File: config.mk
export PLATFORM = sky130hd
export DESIGN_NAME = systolic_skew_feeder_flat
export DESIGN_NICKNAME = d
export VERILOG_FILES = /design/src/rtl/systolic_pkg.sv /design/src/rtl/systolic_skew_feeder_if.sv /design/src/rtl/systolic_skew_feeder.sv /design/src/flat_wrapper.sv
export SDC_FILE = /design/constraint.sdc
export NUM_CORES = 1
export LEC_CHECK = 0
export CORE_UTILIZATION = 54
export CTS_CLUSTER_DIAMETER = 30
export DETAILED_ROUTE_END_ITERATION = 8
export GPL_ROUTABILITY_DRIVEN = 0
export GPL_TIMING_DRIVEN = 0
export PLACE_DENSITY = 0.77
export SYNTH_ARGS = -nofsm -noshare
export SYNTH_HDL_FRONTEND = slang
export SYNTH_SLANG_ARGS = --single-unit
File: constraint.sdc
create_clock -name clk -period 2.5 [get_ports clk]
set_clock_uncertainty 0.15 [all_clocks]
set_input_delay 0.5 -clock clk [delete_from_list [all_inputs] [get_ports clk]]
set_output_delay 0.5 -clock clk [all_outputs]
set_load 0.02 [all_outputs]
File: src/rtl/systolic_pkg.sv
// Shared types and helpers for the systolic array datapath blocks.
package systolic_pkg;

  localparam int SYS_N = 8;

  typedef enum logic {
    LOAD = 1'b0,
    EMIT = 1'b1
  } feeder_state_t;

  // Buffer row that feeds lane j at wavefront step t; in range only when 0 <= result < N.
  function automatic int skew_bit(input int t, input int j);
    return t - j;
  endfunction

endpackage

File: src/rtl/systolic_skew_feeder_if.sv
// Row-input and wavefront-output handshake bundle of the skew feeder.
interface systolic_skew_feeder_if
  import systolic_pkg::*;
#(
  parameter int N = SYS_N
);

  logic [N-1:0] in_data;
  logic         in_valid;
  logic         in_ready;
  logic [N-1:0] out_data;
  logic         out_valid;
  logic         out_ready;
  logic         out_last;

  modport master (
    output in_data, in_valid, out_ready,
    input  in_ready, out_data, out_valid, out_last
  );

  modport slave (
    input  in_data, in_valid, out_ready,
    output in_ready, out_data, out_valid, out_last
  );

endinterface

File: src/rtl/systolic_skew_feeder.sv
// Buffers N matrix rows, then emits them as a diagonally skewed wavefront
// (lane j delayed by j cycles) for the first row of systolic cells.
module systolic_skew_feeder
  import systolic_pkg::*;
#(
  parameter int N = SYS_N
) (
  input  logic                  clk,
  input  logic                  rst,
  systolic_skew_feeder_if.slave bus
);

  localparam int RC_W = $clog2(N);
  localparam int T_W  = $clog2(2 * N - 1);

  feeder_state_t   state_q, state_d;
  logic [RC_W-1:0] row_cnt_q, row_cnt_d;
  logic [T_W-1:0]  t_q, t_d;
  logic            wr_en;
  logic            t_last;
  logic [N-1:0]    row_buf [N];
  logic [N-1:0]    skew_word;

  assign t_last = (t_q == T_W'(2 * N - 2));

  always_comb begin
    state_d   = state_q;
    row_cnt_d = row_cnt_q;
    t_d       = t_q;
    wr_en     = 1'b0;
    unique case (state_q)
      LOAD: begin
        if (bus.in_valid) begin
          wr_en = 1'b1;
          if (row_cnt_q == RC_W'(N - 1)) begin
            state_d   = EMIT;
            row_cnt_d = '0;
            t_d       = '0;
          end else begin
            row_cnt_d = row_cnt_q + 1'b1;
          end
        end
      end
      EMIT: begin
        if (bus.out_ready) begin
          if (t_last) begin
            state_d   = LOAD;
            t_d       = '0;
            row_cnt_d = '0;
          end else begin
            t_d = t_q + 1'b1;
          end
        end
      end
      default: state_d = LOAD;
    endcase
  end

  always_ff @(posedge clk or posedge rst) begin
    if (rst) begin
      state_q   <= LOAD;
      row_cnt_q <= '0;
      t_q       <= '0;
      row_buf   <= '{default: '0};
    end else begin
      state_q   <= state_d;
      row_cnt_q <= row_cnt_d;
      t_q       <= t_d;
      if (wr_en) begin
        row_buf[row_cnt_q] <= bus.in_data;
      end
    end
  end

  // Loops run over constant (row, lane) pairs so every buffer select is static.
  always_comb begin
    skew_word = '0;
    for (int unsigned r = 0; r < N; r++) begin
      for (int unsigned j = 0; j < N; j++) begin
        if (skew_bit(int'(t_q), int'(j)) == int'(r)) begin
          skew_word[j] = row_buf[r][j];
        end
      end
    end
  end

  assign bus.in_ready  = (state_q == LOAD) && !rst;
  assign bus.out_valid = (state_q == EMIT);
  assign bus.out_last  = (state_q == EMIT) && t_last;
  assign bus.out_data  = (state_q == EMIT) ? skew_word : '0;

endmodule

File: src/flat_wrapper.sv
// flat-port wrapper written by rule: the top's interface ports become plain ports
module systolic_skew_feeder_flat import systolic_pkg::*;
#(
  parameter int N = SYS_N
)
  (clk, rst, bus_in_data, bus_in_valid, bus_out_ready, bus_in_ready, bus_out_data, bus_out_valid, bus_out_last);
  systolic_skew_feeder_if #(.N(N)) bus_i ();
  input  logic clk;
  input  logic rst;
  input wire logic [$bits(bus_i.in_data)-1:0] bus_in_data;
  input wire logic [$bits(bus_i.in_valid)-1:0] bus_in_valid;
  input wire logic [$bits(bus_i.out_ready)-1:0] bus_out_ready;
  output wire logic [$bits(bus_i.in_ready)-1:0] bus_in_ready;
  output wire logic [$bits(bus_i.out_data)-1:0] bus_out_data;
  output wire logic [$bits(bus_i.out_valid)-1:0] bus_out_valid;
  output wire logic [$bits(bus_i.out_last)-1:0] bus_out_last;
  assign bus_i.in_data = bus_in_data;
  assign bus_i.in_valid = bus_in_valid;
  assign bus_i.out_ready = bus_out_ready;
  assign bus_in_ready = bus_i.in_ready;
  assign bus_out_data = bus_i.out_data;
  assign bus_out_valid = bus_i.out_valid;
  assign bus_out_last = bus_i.out_last;
  systolic_skew_feeder #(.N(N)) u_core (.clk(clk), .rst(rst), .bus(bus_i));
endmodule
**After elaboration in Yosys (flattened, before gate mapping)**

Index checks and enable logic that the tools add are counted.

- Input bits: 12
- Logic and storage cells: 185
- Bits in registers: 72

- Add/subtract/negate cells: 9
- Muxes and demuxes: 85
- Bitwise logic cells: 2
- Order comparisons: 2
- Reductions and logical operators: 14
- Equal/unequal tests: 62

Operators with widths:

| kind | number |
|---|---|
| 32-bit by 4-bit == test with 1-bit output, second input constant | 28 |
| 32-bit by 3-bit == test with 1-bit output, second input constant | 14 |
| 32-bit logical NOT | 8 |
| 32-bit by 2-bit == test with 1-bit output, second input constant | 7 |
| 1-bit 2-to-1 mux | 70 |
| 64-bit bitwise mux | 1 |
| 8-bit demux with 3-bit select | 1 |
| 4-bit == test, second input constant | 5 |
| 4-bit by 3-bit subtractor with 5-bit output, second input constant | 4 |
| 4-bit 2-to-1 mux | 4 |
| 8-bit 2-to-1 mux | 2 |
| 3-bit 2-to-1 mux | 4 |
| 4-bit by 2-bit subtractor with 5-bit output, second input constant | 2 |
| 4-bit by 3-bit == test with 1-bit output, second input constant | 2 |
| 4-bit case mux with 2 select lines | 1 |
| 2-bit inequality test, second input constant | 3 |
| 3-bit case mux with 2 select lines | 1 |
| 3-bit AND reduction | 2 |
| 4-bit by 1-bit subtractor with 5-bit output, second input constant | 1 |
| 4-bit by 1-bit adder with 4-bit output, second input constant | 1 |
| 4-bit by 2-bit == test with 1-bit output, second input constant | 1 |
| 4-bit greater-or-equal comparator, second input constant | 1 |
| 4-bit by 1-bit < comparator with 1-bit output, second input constant | 1 |
| 3-bit NOT with 4-bit output | 1 |
| 7 further kinds | 9 |

**Logic depth before layout (Yosys ltp)**

Gate-level depths: netlist of the first run.

- Depth in word-level cells: 11
- Gate-level depth with buffers: 7
- Mapped depth without buffers: 6

**Worst setup path before layout of the first run**

Ideal clock, no wire load.

- Kind: reg-to-output
- From: register u_core.t_q[1]
- To: output bus_out_data[5]
- Data arrival time: 2,131 ps
- Data required time: 1,850 ps
- Path slack: -281 ps
- Cell stages (with the launch flop): 8
- Cells stage by stage: dfrtp_1 buf_2 clkinv_1 ha_1 a21oi_1 xnor2_1 nand3_1 a221oi_1

- Longest elaborated chain between the ends: 11

RTL lines:

| what | line | source |
|---|---|---|
| from (decl) | systolic_skew_feeder.sv:18 | `logic [T_W-1:0] t_q, t_d;` |
| from (signal assigned) | systolic_skew_feeder.sv:68 | `t_q <= t_d;` |
| 4-bit by 3-bit subtractor with 5-bit output (*) | systolic_pkg.sv:13 | `return t - j;` |
| 32-bit logical NOT | systolic_skew_feeder.sv:80 | `if (skew_bit(int'(t_q), int'(j)) == int'(r)) begin` |
| 1-bit 2-to-1 mux (7 in a row) | systolic_skew_feeder.sv:80 |  |
| 1-bit 2-to-1 mux (*) | systolic_skew_feeder.sv:80 |  |
| 8-bit 2-to-1 mux (*) | systolic_skew_feeder.sv:90 | `assign bus.out_data = (state_q == EMIT) ? skew_word : '0;` |
| to (decl) | flat_wrapper.sv:14 | `output wire logic [$bits(bus_i.out_data)-1:0] bus_out_data;` |

Every way passes the cells marked *; elsewhere a longest branch is shown, timed or not.

**Worst setup path after layout of the first run**

- From: register u_core.t_q[2]
- To: output bus_out_data[1]

- Longest elaborated chain between the ends: 11

RTL lines:

| what | line |
|---|---|
| 4-bit by 1-bit subtractor with 5-bit output (*) | systolic_pkg.sv:13 |
| 32-bit logical NOT | systolic_skew_feeder.sv:80 |
| 1-bit 2-to-1 mux (7 in a row) | systolic_skew_feeder.sv:80 |
| 1-bit 2-to-1 mux (*) | systolic_skew_feeder.sv:80 |
| 8-bit 2-to-1 mux (*) | systolic_skew_feeder.sv:90 |

Marks and branches as above.

==> metrics.md, run 1 <==
| Metric | Value |
|---|---|
| Status | `complete, but fails checks` |
| Violations in the final reports | `negative setup slack` |
| Max Transition Viols Final | `0` |
| Mapped Area | `0.00377 sq mm` |
| Rel. slew slack | `0.237` |
| Synth area leaders | `dfrtp_1 48%, mux2_2 18%, mux4_2 4.2%` |
| Final HPWL DP | `5750 um` |
| Final Worst Setup Slack | `-304 ps` |
| Asr flop ratio synth | `1.00` |
| Clk sinks | `72` |
| Worst-path clk slew | `70 ps` |
| CTS tree | `built` |
| Overall power | `0.00638 W` |
| CP Class | `flip-flop to output pin` |
| Layout cells sized above 1 | `0.486` |
| Die Ht | `85.6 um` |
| Max clock buf depth | `2` |
| Placeable Area | `0.00676 sq mm` |
| Row Count | `30` |
| Top cells by count, synth | `72 x dfrtp_1, 60 x mux2_2, 15 x nor2_1` |
| WL final | `9890 um` |
| Maximum vdd ir drop | `0.659 mV` |
| Netlist cell types | `60` |
| Total CTS buffers | `9` |
| Most frequent CP cell | `buf_6` |
| Worst path bufs/invs | `4` |
| Setup-failing EPs final | `6` |
| Min Tclk post-route | `2800 ps` |
| PortBufs | `22` |
| Fmax | `0.357 GHz` |
| H-tree Lvls | `3` |
| Die area | `0.00733 sq mm` |
| Main synth FF type | `dfrtp_1` |
| Top-count cell post-synth | `dfrtp_1` |
| CP top delay family | `buffers and inverters` |
| CP Cell Sequence | `buf_6 > clkinvlp_4 > buf_6 > ha_4 > and3b_1 > o21ai_2 > a211oi_2 > o21a_1 > buf_6` |
| Antenna violations before repair | `0` |
| CP max stage cell | `dfrtp_1` |
| DRC | `0` |
| DR top layer | `met4` |
| Clk_lat worst skew | `350 ps` |
| Antenna diode count | `0` |
| CTS root buf | `clkbuf_8` |
| Final hold slack | `354 ps` |
| Hold crit path type | `flip-flop to flip-flop` |
| CP max stage delay | `370 ps` |
| Setup WS pre-CTS | `-861 ps` |
| Max cap viols | `0` |
| CP Capture Type | `output pin` |
| Period utilisation layout | `1.12` |
| RSZ-0062 raised after global routing | `yes` |
| Largest area contributor in the netlist | `dfrtp_1` |
| # IOs | `23` |
| Die Wd | `85.6 um` |
| WL met2 | `4630 um` |
| CP startpoint kind | `flip-flop` |
| Mapped Cells | `301` |
| WL met1 | `4290 um` |
| Antenna Nets Post-Route | `0` |
| Worst-path fanout max | `4` |
| PD cells | `1320 mW/mm^2` |
| Remaining Overflow, GRT | `0` |
| Seq/Total Area, Yosys | `0.477` |
| Router iterations before antenna repair | `5` |
| Synthesized Nets | `320` |
| Synth warnings | `0` |
| Largest net degree at the start of global routing | `73` |
| First-pass GRT wire length | `14600 um` |
| Number of synthesized register bits | `72` |
| Final core utilization | `0.713` |
| Final hold violations | `0` |
| Critical Path RT | `1850 ps` |
| Leakage power | `2.05 nW` |
| Synth top area share | `0.477` |
| Met3 WL | `539 um` |
| CP arrival | `2150 ps` |
| Post-synth EDFFs | `0` |
| GRT Total Usage | `0.273` |
| Vias per Instance | `6.43` |
| Per-cell routed wire length | `22.4 um` |
| Syn-to-layout area delta | `27.6%` |
| Via count | `2841` |
| First-iteration detailed-routing DRC count | `182` |
| Syn_area_per_cell | `12.5 sq um` |
| Initial core utilization | `0.559` |
| Slew at the pin closest to its max-slew limit | `1140 ps` |
| Vias in the first global route | `2745` |
| Nets | `377` |
[final cells by class]
type,count,area (sq um)
Multi-Input combinational cell,206,2090
Fill cell,456,1940
Sequential cell,72,1810
Timing Repair Buffer,47,413
Buffer,15,141
Clock buffer,10,138
Tap cell,80,100
Clock inverter,5,81.3
Inverter,7,45.0
[flip-flops by register name, summed over array words and instances, names as in the netlist]
register,cells
u_core.row_buf,64
u_core.t_q,4
u_core.row_cnt_q,3
u_core.bus.out_valid,1
[layout by cell type, fill, tap and decap left out, types with 5 or more instances in the layout]
cell / instances
buf_6: 11
clkdlybuf4s50_1: 13
nor2_1: 14
mux4_2: 7
nand2_1: 10
ha_4: 5
nand3_1: 6
dfrtp_1: 69
clkbuf_8: 10
o21ai_0: 10
buf_4: 23
mux2i_1: 7
mux2_4: 8
mux2_2: 60
[routing by layer]
metal / GRT usage / vias to the layer above
met5: 0 / -
li1: - / 1235
met3: 0.0549 / 41
met2: 0.427 / 133
met1: 0.366 / 1432
met4: 0.135 / 0
[worst register-to-register path: cells and delay by family (launching register included)]
family,cells,cell delay [ps]
AND/OR/NAND/NOR,2,1140
multiplexers,1,430
flip-flops,1,420
[logic make-up after synthesis]
kind of cell	after synthesis	synth area share
muxes	83	0.274
DFF	72	0.477
and+or+nand+nor	68	0.107
AOI/OAI and AO/OA	46	0.0845
buffers and inverters	23	0.0292
adders and majority gates	7	0.0232
xor gates and xnor gates	2	0.00464
[path summary, 6_finish.rpt]
| check | from | to | slack [ps] | cells after the start |
|---|---|---|---|---|
| max in group asynchronous | rst | u_core.t_q[3]$_DFFE_PP0P_ | 1070 | 2 |
| setup reg to reg | u_core.bus.out_valid$_DFF_PP0_ | u_core.row_buf[15]$_DFFE_PP0P_ | 250 | 3 |
| hold reg to reg | u_core.row_buf[8]$_DFFE_PP0P_ | u_core.row_buf[8]$_DFFE_PP0P_ | 350 | 1 |
| hold / removal | u_core.row_buf[8]$_DFFE_PP0P_ | u_core.row_buf[8]$_DFFE_PP0P_ | 350 | 1 |
| setup / recovery | u_core.t_q[2]$_DFFE_PP0P_ | bus_out_data[1] | -300 | 9 |
| min in group asynchronous | rst | u_core.row_cnt_q[2]$_DFFE_PP0P_ | 540 | 2 |
[power by group]
group	internal, W	switching [W]
Clock	0.000583	0.000437
Sequential	0.00174	0.000361
Combinational	0.00173	0.00153
Total	0.00405	0.00232
[per-stage QoR]
step	setup TNS [ps]	cells	area, sq um
2_1_floorplan	0	301	3800
3_3_place_gp	-92270	403	4120
3_5_place_dp	-9500	403	4120
4_1_cts	-1110	433	4600
5_1_grt	-1650	442	4820
6_report	-1160	442	4820
[repair_timing]
item / CTS / global route
buffers inserted: 15 / 11
hold buffers: 0 / 0
gates resized for setup: 88 / 30
setup endpoints to repair: 9 / 17
pin swaps: 12 / 16
Power figures use the tool's default switching activity.
==> inputs of run 2 (changes only) <==
==> constraint.sdc (replaced) <==
create_clock -name clk -period 2.5 [get_ports clk]
set_clock_uncertainty 0.15 [all_clocks]
set_input_delay 0.25 -clock clk [delete_from_list [all_inputs] [get_ports clk]]
set_output_delay 0.25 -clock clk [all_outputs]
set_load 0.02 [all_outputs]
==> run 2 against run 1 <==
Non-clock buffer count down 5. The flow still finishes with violations (negative setup slack). Total power is 6.5% lower. Die area unchanged. Sequential share of layout area is 1.9 points higher. Critical path depth is 2 lower. First-iteration DRC count rose by 97%. Global-route usage decreased by 0.52 points. Register-to-register slack gained 30 ps. Wire length decreased by 0.25%. Clock-buffer cell count down 1. Final area is 4.9% lower.
==> metrics.md, run 2 (synthesis gave the netlist of run 1 again) <==
| Metric | Value |
|---|---|
| WL met2 | `4600 um` |
| Per-cell routed wire length | `22.5 um` |
| Max clock buf depth | `2` |
| Nets | `372` |
| Placed cell area | `0.00410 sq mm` |
| WL final | `9860 um` |
| Row Count | `30` |
| RSZ-0062 raised after global routing | `yes` |
| CP Class | `flip-flop to output pin` |
| Total CTS buffers | `9` |
| RR Endpoint | `u_core.row_buf[21]$_DFFE_PP0P_` |
| Post-route cell area | `0.00458 sq mm` |
| First-pass GRT wire length | `14600 um` |
| Post-CTS Hold Fix Bufs | `0` |
| CP startpoint kind | `flip-flop` |
| Placeable Area | `0.00676 sq mm` |
| Vias per Instance | `6.49` |
| Most common cell after layout, fill and taps aside | `dfrtp_1` |
| Slew at the pin closest to its max-slew limit | `1060 ps` |
| Die Ht | `85.6 um` |
| R2R depth | `4` |
| Period utilisation layout | `1.05` |
| Final Worst Setup Slack | `-122 ps` |
| Antenna diode count | `0` |
| Fillcell total | `486` |
| H-tree Lvls | `3` |
| Placed cell count | `403` |
| Final HPWL DP | `5630 um` |
| Antenna Nets Post-Route | `0` |
| Fmax | `0.381 GHz` |
| CP arrival | `2220 ps` |
| Initial core utilization | `0.559` |
| Maximum vdd ir drop | `0.671 mV` |
| Post-Layout Cell Count | `438` |
| CP Capture Type | `output pin` |
| DRC | `0` |
| Max Transition Viols Final | `0` |
| Syn-to-layout area delta | `21.3%` |
| Rel. slew slack | `0.289` |
| Worst-path fanout max | `10` |
| Max cap viols | `0` |
| Met3 WL | `791 um` |
| Die area | `0.00733 sq mm` |
| Antenna violations before repair | `0` |
| CTS tree | `built` |
| PortBufs | `22` |
| DR top layer | `met4` |
| Setup WS pre-CTS | `-762 ps` |
| Layout cells sized above 1 | `0.441` |
| Largest net degree at the start of global routing | `73` |
| Via count | `2843` |
| Router iterations before antenna repair | `5` |
| First-iteration detailed-routing DRC count | `358` |
| Final hold slack | `293 ps` |
| Remaining Overflow, GRT | `0` |
| CTS root buf | `clkbuf_8` |
| Vias in the first global route | `2731` |
| Clk_lat worst skew | `360 ps` |
| Setup-failing EPs final | `5` |
| Worst-path clk slew | `80 ps` |
| Final hold violations | `0` |
| # IOs | `23` |
| Worst Setup SP | `u_core.t_q[1]$_DFFE_PP0P_` |
| Min Tclk post-route | `2620 ps` |
| Clk sinks | `72` |
| Status | `complete, but fails checks` |
| Hold crit path type | `primary input to asynchronous set/reset pin` |
| Worst r2r src | `u_core.bus.out_valid$_DFF_PP0_` |
| Leakage power | `1.98 nW` |
| Critical Path RT | `2100 ps` |
| Die Wd | `85.6 um` |
| GRT Total Usage | `0.268` |
| Biggest registers after layout | `u_core.row_buf (64), u_core.t_q (4), u_core.row_cnt_q (3)` |
| Top reg by flops | `u_core.row_buf` |
| PD cells | `1300 mW/mm^2` |
| Most frequent cells in the layout | `70 x dfrtp_1, 60 x mux2_2, 21 x buf_4` |
| Reg2Reg Setup Slack | `280 ps` |
| Largest register FFs | `64` |
| WL met1 | `4090 um` |
| Violations in the final reports | `negative setup slack` |
## run 2: final cells by class
cell class / instances / area, sq um / share of cell area
buffer: 16 / 128 / 0.0279
clock buffer: 9 / 124 / 0.0270
clock inverter: 7 / 77.6 / 0.0169
inverter: 7 / 45.0 / 0.00983
multi-input combinational: 206 / 1950 / 0.426
sequential: 72 / 1800 / 0.394
tap: 80 / 100 / 0.0219
timing repair buffer: 41 / 349 / 0.0762
## run 2: routing by layer
layer  up-vias  track usage
li1       1232            -
met1      1411        0.351
met2       150        0.419
met3        50       0.0799
met4         0        0.109
met5         -            0
## run 2: worst max path at each step
stage,to,slack [ps],cells after the start
floorplan,bus_out_data[5],140,7
global placement,u_core.row_buf[48]$_DFFE_PP0P_,-900,2
detailed placement,bus_out_data[5],-760,8
CTS,bus_out_data[5],-20,7
global route,bus_out_data[1],-160,9
finish,bus_out_data[5],-120,7
## run 2: power by group
part           internal [W]  switching [W]
combinational       0.00153        0.00141
sequential          0.00173       0.000343
clock              0.000469       0.000479
## run 2: critical path, cell delays in order, from the launching register on
cell and delay (ps):
dfrtp_2 440, buf_6 150, buf_6 150, mux2i_1 130, o31ai_1 300, o2111ai_1 170
a221oi_2 320, buf_4 190
## run 2: per-stage QoR
step                      utilization  power [W]  TNS [ps]
after global placement          0.607    0.00440    -67670
after detailed placement        0.607    0.00448     -3080
after global routing            0.678    0.00625      -688
after floorplan                     -    0.00382         0
after CTS                       0.657    0.00562     -20.9
final                           0.678    0.00596      -371
## run 2: what timing repair did
item | CTS | global route
gates cloned | 0 | 1
endpoints found under the setup margin | 9 | 8
setup buffers | 7 | 11
endpoints found under the hold margin | 0 | 0
pin swaps | 4 | 8
gates resized for setup | 58 | 17
==> inputs of run 3 (changes only) <==
- CAP_MARGIN: unset -> 20
- PLACE_DENSITY: 0.77 -> 0.76
- SKIP_CTS_REPAIR_TIMING: unset -> 1
==> run 3 against run 2 <==
First-iteration DRC count down 38%. Largest power group unchanged. Clock power up 4.7%. Total power down 2.7%. The flow still finishes with violations (negative setup slack). Core utilization down 1.4 points. Highest routed layer unchanged. Sequential cell count unchanged. Register-to-register slack worse by 50 ps. Final cell count down 1.1%. Combinational power down 6.8%. Fmax down 2.3%.
==> metrics.md, run 3 (synthesis gave the netlist of run 1 again) <==
| Metric | Value |
|---|---|
| Leakage power | `1.97 nW` |
| Final core utilization | `0.664` |
| CP max stage cell | `dfrtp_2` |
| Layout cells sized above 1 | `0.416` |
| Via count | `2732` |
| Worst-path clk slew | `70 ps` |
| Router iterations before antenna repair | `4` |
| Status | `complete, but fails checks` |
| PD cells | `1290 mW/mm^2` |
| Vias in the first global route | `2688` |
| Worst-path fanout max | `8` |
| Initial core utilization | `0.559` |
| Fmax | `0.372 GHz` |
| Nets | `367` |
| CTS root buf | `clkbuf_8` |
| Maximum vdd ir drop | `0.698 mV` |
| Critical Path RT | `2100 ps` |
| Hold crit path type | `primary input to asynchronous set/reset pin` |
| CP Capture Type | `output pin` |
| CTS tree | `built` |
| Min Tclk post-route | `2680 ps` |
| GRT Total Usage | `0.261` |
| Period utilisation layout | `1.07` |
| Final HPWL DP | `5740 um` |
| RSZ-0062 raised after global routing | `yes` |
| Most common cell after layout, fill and taps aside | `dfrtp_1` |
| CP top delay family | `buffers and inverters` |
| PortBufs | `22` |
| CP startpoint kind | `flip-flop` |
| Worst path bufs/invs | `3` |
| Rel. slew slack | `0.324` |
| Top reg by flops | `u_core.row_buf` |
| CP max stage delay | `410 ps` |
| Fillcell total | `499` |
| Most frequent cells in the layout | `70 x dfrtp_1, 60 x mux2_2, 17 x buf_4` |
| Placeable Area | `0.00676 sq mm` |
| Final hold violations | `0` |
| Setup-failing EPs final | `3` |
| Post-Layout Cell Count | `433` |
| Overall power | `0.00580 W` |
| WL final | `9320 um` |
| Placed cell count | `403` |
| Antenna Nets Post-Route | `0` |
| Per-cell routed wire length | `21.5 um` |
| Final Worst Setup Slack | `-185 ps` |
| CP Class | `flip-flop to output pin` |
| First-pass GRT wire length | `14200 um` |
| Antenna violations before repair | `0` |
| Slew at the pin closest to its max-slew limit | `1010 ps` |
| Syn-to-layout area delta | `18.9%` |
| Violations in the final reports | `negative setup slack` |
| Max clock buf depth | `2` |
| Clk sinks | `72` |
| Die Ht | `85.6 um` |
| CP arrival | `2280 ps` |
| H-tree Lvls | `3` |
| DRC | `0` |
| Multi-input logic area | `0.00191 sq mm` |
| # IOs | `23` |
| Row Count | `30` |
| Die Wd | `85.6 um` |
| Clk_lat worst skew | `340 ps` |
| Setup WS pre-CTS | `-773 ps` |
| Largest register FFs | `64` |
| Final hold slack | `305 ps` |
| Max cap viols | `0` |
| Largest net degree at the start of global routing | `73` |
| Die area | `0.00733 sq mm` |
| CP Cell Sequence | `buf_6 > clkinvlp_4 > ha_1 > a21oi_2 > xnor2_1 > nand3_1 > a221oi_2 > buf_4` |
| Max Transition Viols Final | `0` |
| Remaining Overflow, GRT | `0` |
| Register Area | `0.00180 sq mm` |
| Biggest registers after layout | `u_core.row_buf (64), u_core.t_q (4), u_core.row_cnt_q (3)` |
| Vias per Instance | `6.31` |
| First-iteration detailed-routing DRC count | `223` |
| Antenna diode count | `0` |
| Total CTS buffers | `9` |
==> run 3: changes by cell type in the layout (fill, tap and decap cells not counted), moves of 2 or more <==
cell / delta
buf_2: -2
buf_4: -4
clkbuf_2: +6
clkbuf_4: -2
clkinv_2: +2
dlygate4sd2_1: -3
dlymetal6s2s_1: +2
ha_4: -2
inv_6: -2
nor2b_1: +2
nor2b_2: -2
==> run 3: final cells by class <==
type,count,share of cell area
well taps,80,0.0223
flip-flops and latches,72,0.402
clock buffers,10,0.0284
multi-input cells,206,0.426
inverters,7,0.00809
clock inverters,6,0.0187
repair buffers,36,0.0703
plain buffers,16,0.0243
==> run 3: per-stage QoR <==
stage / setup TNS (ps) / area [sq um]
floorplan: 0 / 3780
global placement: -70220 / 4100
detailed placement: -3170 / 4100
CTS: -6200 / 4320
global route: -757 / 4490
finish: -502 / 4490
==> run 3: path summary, 6_finish.rpt <==
check | to | cells after the start | start | slack (ps)
hold reg to reg | u_core.row_buf[52]$_DFFE_PP0P_ | 1 | u_core.row_buf[52]$_DFFE_PP0P_ | 350
hold / removal | u_core.row_cnt_q[1]$_DFFE_PP0P_ | 2 | rst | 300
max in group asynchronous | u_core.row_buf[2]$_DFFE_PP0P_ | 2 | rst | 1300
min in group clk | u_core.row_buf[52]$_DFFE_PP0P_ | 1 | u_core.row_buf[52]$_DFFE_PP0P_ | 350
setup / recovery | bus_out_data[5] | 8 | u_core.t_q[1]$_DFFE_PP0P_ | -180
setup reg to reg | u_core.row_buf[17]$_DFFE_PP0P_ | 4 | u_core.bus.out_valid$_DFF_PP0_ | 230
==> run 3: where the power goes <==
group          switching, W  internal (W)
clock              0.000434      0.000559
sequential         0.000338       0.00174
combinational       0.00129       0.00144
total               0.00206       0.00374
==> run 3: per-layer routing <==
layer / up-vias / part of all wire / global-route usage
met5: - / 0 / 0
met4: 0 / 0.040 / 0.148
met3: 26 / 0.054 / 0.0452
met2: 102 / 0.46 / 0.387
met1: 1385 / 0.45 / 0.366
li1: 1219 / - / -
==> run 3: worst reg2reg max path: stages, from the launching register on <==
cell and delay (ps):
dfrtp_1 420, and2b_1 290, nand2_2 120, nor3_2 770, mux2_2 420
==> edit: new RTL, settings of run 1 <==
Make the reset (`rst`) synchronous in one clocked block.
--- a/src/rtl/systolic_skew_feeder.sv
+++ b/src/rtl/systolic_skew_feeder.sv
@@ -58,3 +58,3 @@
 
-  always_ff @(posedge clk or posedge rst) begin
+  always_ff @(posedge clk) begin
     if (rst) begin
Function: same outputs for any inputs over 4 cycles, from zero or initial values and one cycle with rst high; that may be too few to reach the edited logic, so the function may still have changed.
==> edit against run 1 <==
  * The run ends with DRC, setup timing left
  * Die area down 2.6%
  * Final area shrank 5.0%
  * Sequential cell count unchanged
  * Register-to-register slack gained 250 ps
  * Synthesized area fell by 2.7%
  * Routed wire length up 11%
  * Hold slack lost 38 ps
  * Setup slack improved by 51 ps
  * Cell count up 20%
  * Count of clock-buffer cells in the layout is 1 higher
  * Via count is 19% higher
  * Non-clock buffer count increased by 10
  * Critical endpoint unchanged
Power is not compared: it rests on default switching activity, and its combinational part moved more than twofold at a synthesized area within 25%.
==> edit: results (changes against run 1) <==
<table>
<tr><th>Metric</th><th>Value</th></tr>
<tr><th colspan="2">Critical path</th></tr>
<tr><td>Worst setup slack for register-to-register paths</td><td>500 ps (was 250 ps)</td></tr>
<tr><td>Max incr delay on CP</td><td>400 ps (was 370 ps)</td></tr>
<tr><td>Worst-path maximum fanout</td><td>6 (was 4)</td></tr>
<tr><td>Destination of the worst register-to-register timing path</td><td>u_core.row_buf[31] (was u_core.row_buf[15])</td></tr>
<tr><th colspan="2">Global route</th></tr>
<tr><td>GR Util met1</td><td>0.397 (was 0.366)</td></tr>
<tr><td>GR Util met2</td><td>0.487 (was 0.427)</td></tr>
<tr><td>Met3 Track Usage GR</td><td>0.0767 (was 0.0549)</td></tr>
<tr><td>Maximum number of pins on one net before global-route repair</td><td>13 (was 73)</td></tr>
<tr><td>Vias in the first global route</td><td>3205 (was 2745)</td></tr>
<tr><td>Global routing usage summed across all routing layers</td><td>0.309 (was 0.273)</td></tr>
<tr><th colspan="2">STA</th></tr>
<tr><td>Worst path setup slack after routing</td><td>-252 ps (was -304 ps)</td></tr>
<tr><td>Setup_tns</td><td>-1040 ps (was -1160 ps)</td></tr>
<tr><td>Endpoints failing setup</td><td>8 (was 6)</td></tr>
<tr><td>Worst slew slack as a fraction of its limit</td><td>0.586 (was 0.237)</td></tr>
<tr><th colspan="2">Logic synthesis</th></tr>
<tr><td>Mux share of post-synthesis cell area</td><td>0.199 (was 0.274)</td></tr>
<tr><td>Mapped Nets</td><td>421 (was 320)</td></tr>
<tr><td>Fraction of the yosys area taken by sequential cells</td><td>0.392 (was 0.477)</td></tr>
<tr><td>Synth top cells by count</td><td>dfxtp_1 (72), nor2_1 (65), mux2i_1 (55) (was dfrtp_1 (72), mux2_2 (60), nor2_1 (15))</td></tr>
<tr><td>Ranking of synthesized cells by area</td><td>dfxtp_1 (39%), mux2i_1 (15%), nor2_1 (6.6%), mux4_2 (4.3%), a21oi_1 (3.4%) (was dfrtp_1 (48%), mux2_2 (18%), mux4_2 (4.2%), mux2_4 (3.2%), ha_1 (2.3%))</td></tr>
<tr><td>Post-synthesis async set-or-reset flop share</td><td>0 (was 1.00)</td></tr>
<tr><th colspan="2">Status</th></tr>
<tr><td>Run status</td><td>finished with violations (unchanged)</td></tr>
<tr><td>Failing checks</td><td>DRC, setup timing (was setup timing)</td></tr>
<tr><th colspan="2">Placement</th></tr>
<tr><td>Dpl ws</td><td>-750 ps (was -861 ps)</td></tr>
<tr><td>Number of buffer cells added on primary ports</td><td>13 (was 22)</td></tr>
<tr><th colspan="2">Layout</th></tr>
<tr><td>Post-layout nets</td><td>466 (was 377)</td></tr>
<tr><th colspan="2">Routing</th></tr>
<tr><td>DRC errors left</td><td>4 (was 0)</td></tr>
<tr><td>Total length of routed wires</td><td>11000 um (was 9890 um)</td></tr>
<tr><td>First-iteration detailed-routing DRC count</td><td>453 (was 182)</td></tr>
<tr><td>Via/cell ratio</td><td>6.40 (was 6.43)</td></tr>
</table>
-- edit: cell count changes after synthesis, sizes merged, moves of 8 or more --
cell	before	now
nand3	6	14
nand2	11	27
a21oi	6	25
buf	9	18
clkbuf	7	20
dfrtp	72	0
mux2	68	2
mux2i	8	55
nor2	16	67
dfxtp	0	72
-- edit: area by class of cell --
type / count / share of cell area
Multi-Input combinational cell: 286 / 0.465
Sequential cell: 72 / 0.317
Timing Repair Buffer: 35 / 0.0774
Buffer: 37 / 0.0626
Clock buffer: 11 / 0.0331
Tap cell: 77 / 0.0210
Clock inverter: 5 / 0.0172
Inverter: 6 / 0.00656
-- edit: power groups by stage --
stage	Clock, mW	Sequential (mW)	Combinational, mW
2_1_floorplan	0	1.20	0.104
3_3_place_gp	0	1.20	0.145
3_5_place_dp	0	1.20	0.148
4_1_cts	1.07	1.18	0.150
5_1_grt	1.12	1.18	0.166
6_report	1.08	1.18	0.156
-- edit: worst register-to-register path, delay by kind of cell, from the launching register on --
family | cells | cell delay, ps
muxes | 1 | 270
DFF | 1 | 320
and+or+nand+nor | 3 | 950
buffers and inverters | 1 | 190
-- edit: per-layer routing --
metal	up-vias	wire length (um)
met4	0	477
met1	1600	4350
met3	62	1090
met2	231	5080
met5	-	0
li1	1491	-
-- edit: how the worst max path moves through the flow --
| stage | endpoint | slack [ps] | cells after the start |
|---|---|---|---|
| 2_1_floorplan | bus_out_data[1] | 70 | 7 |
| 3_5_place_dp | bus_out_data[1] | -750 | 8 |
| 3_3_place_gp | bus_out_data[1] | -750 | 8 |
| 6_report | bus_out_data[1] | -250 | 9 |
| 4_1_cts | bus_out_data[5] | -170 | 7 |
| 5_1_grt | bus_out_data[1] | -310 | 9 |
-- edit: stage by stage --
stage / hold slack (ps) / instance area [sq um]
after detailed placement: 300 / 3900
after floorplan: 283 / 3670
after CTS: 314 / 4390
after global placement: 291 / 3900
after global routing: 337 / 4580
final: 316 / 4580
-- edit: cells by family after synthesis --
family                   count (synthesis)
AO/OA/AOI/OAI                           68
XOR/XNOR                                 3
AND/OR/NAND/NOR                        144
buffers and inverters                   44
multiplexers                            64
flip-flops                              72
adder cells (fa/ha/maj)                  7
-- edit: what timing repair did --
action	CTS	global route
endpoints found under the setup margin	10	9
setup buffers	16	5
pin swaps	7	12
gates resized for setup	83	37
gates cloned	1	0
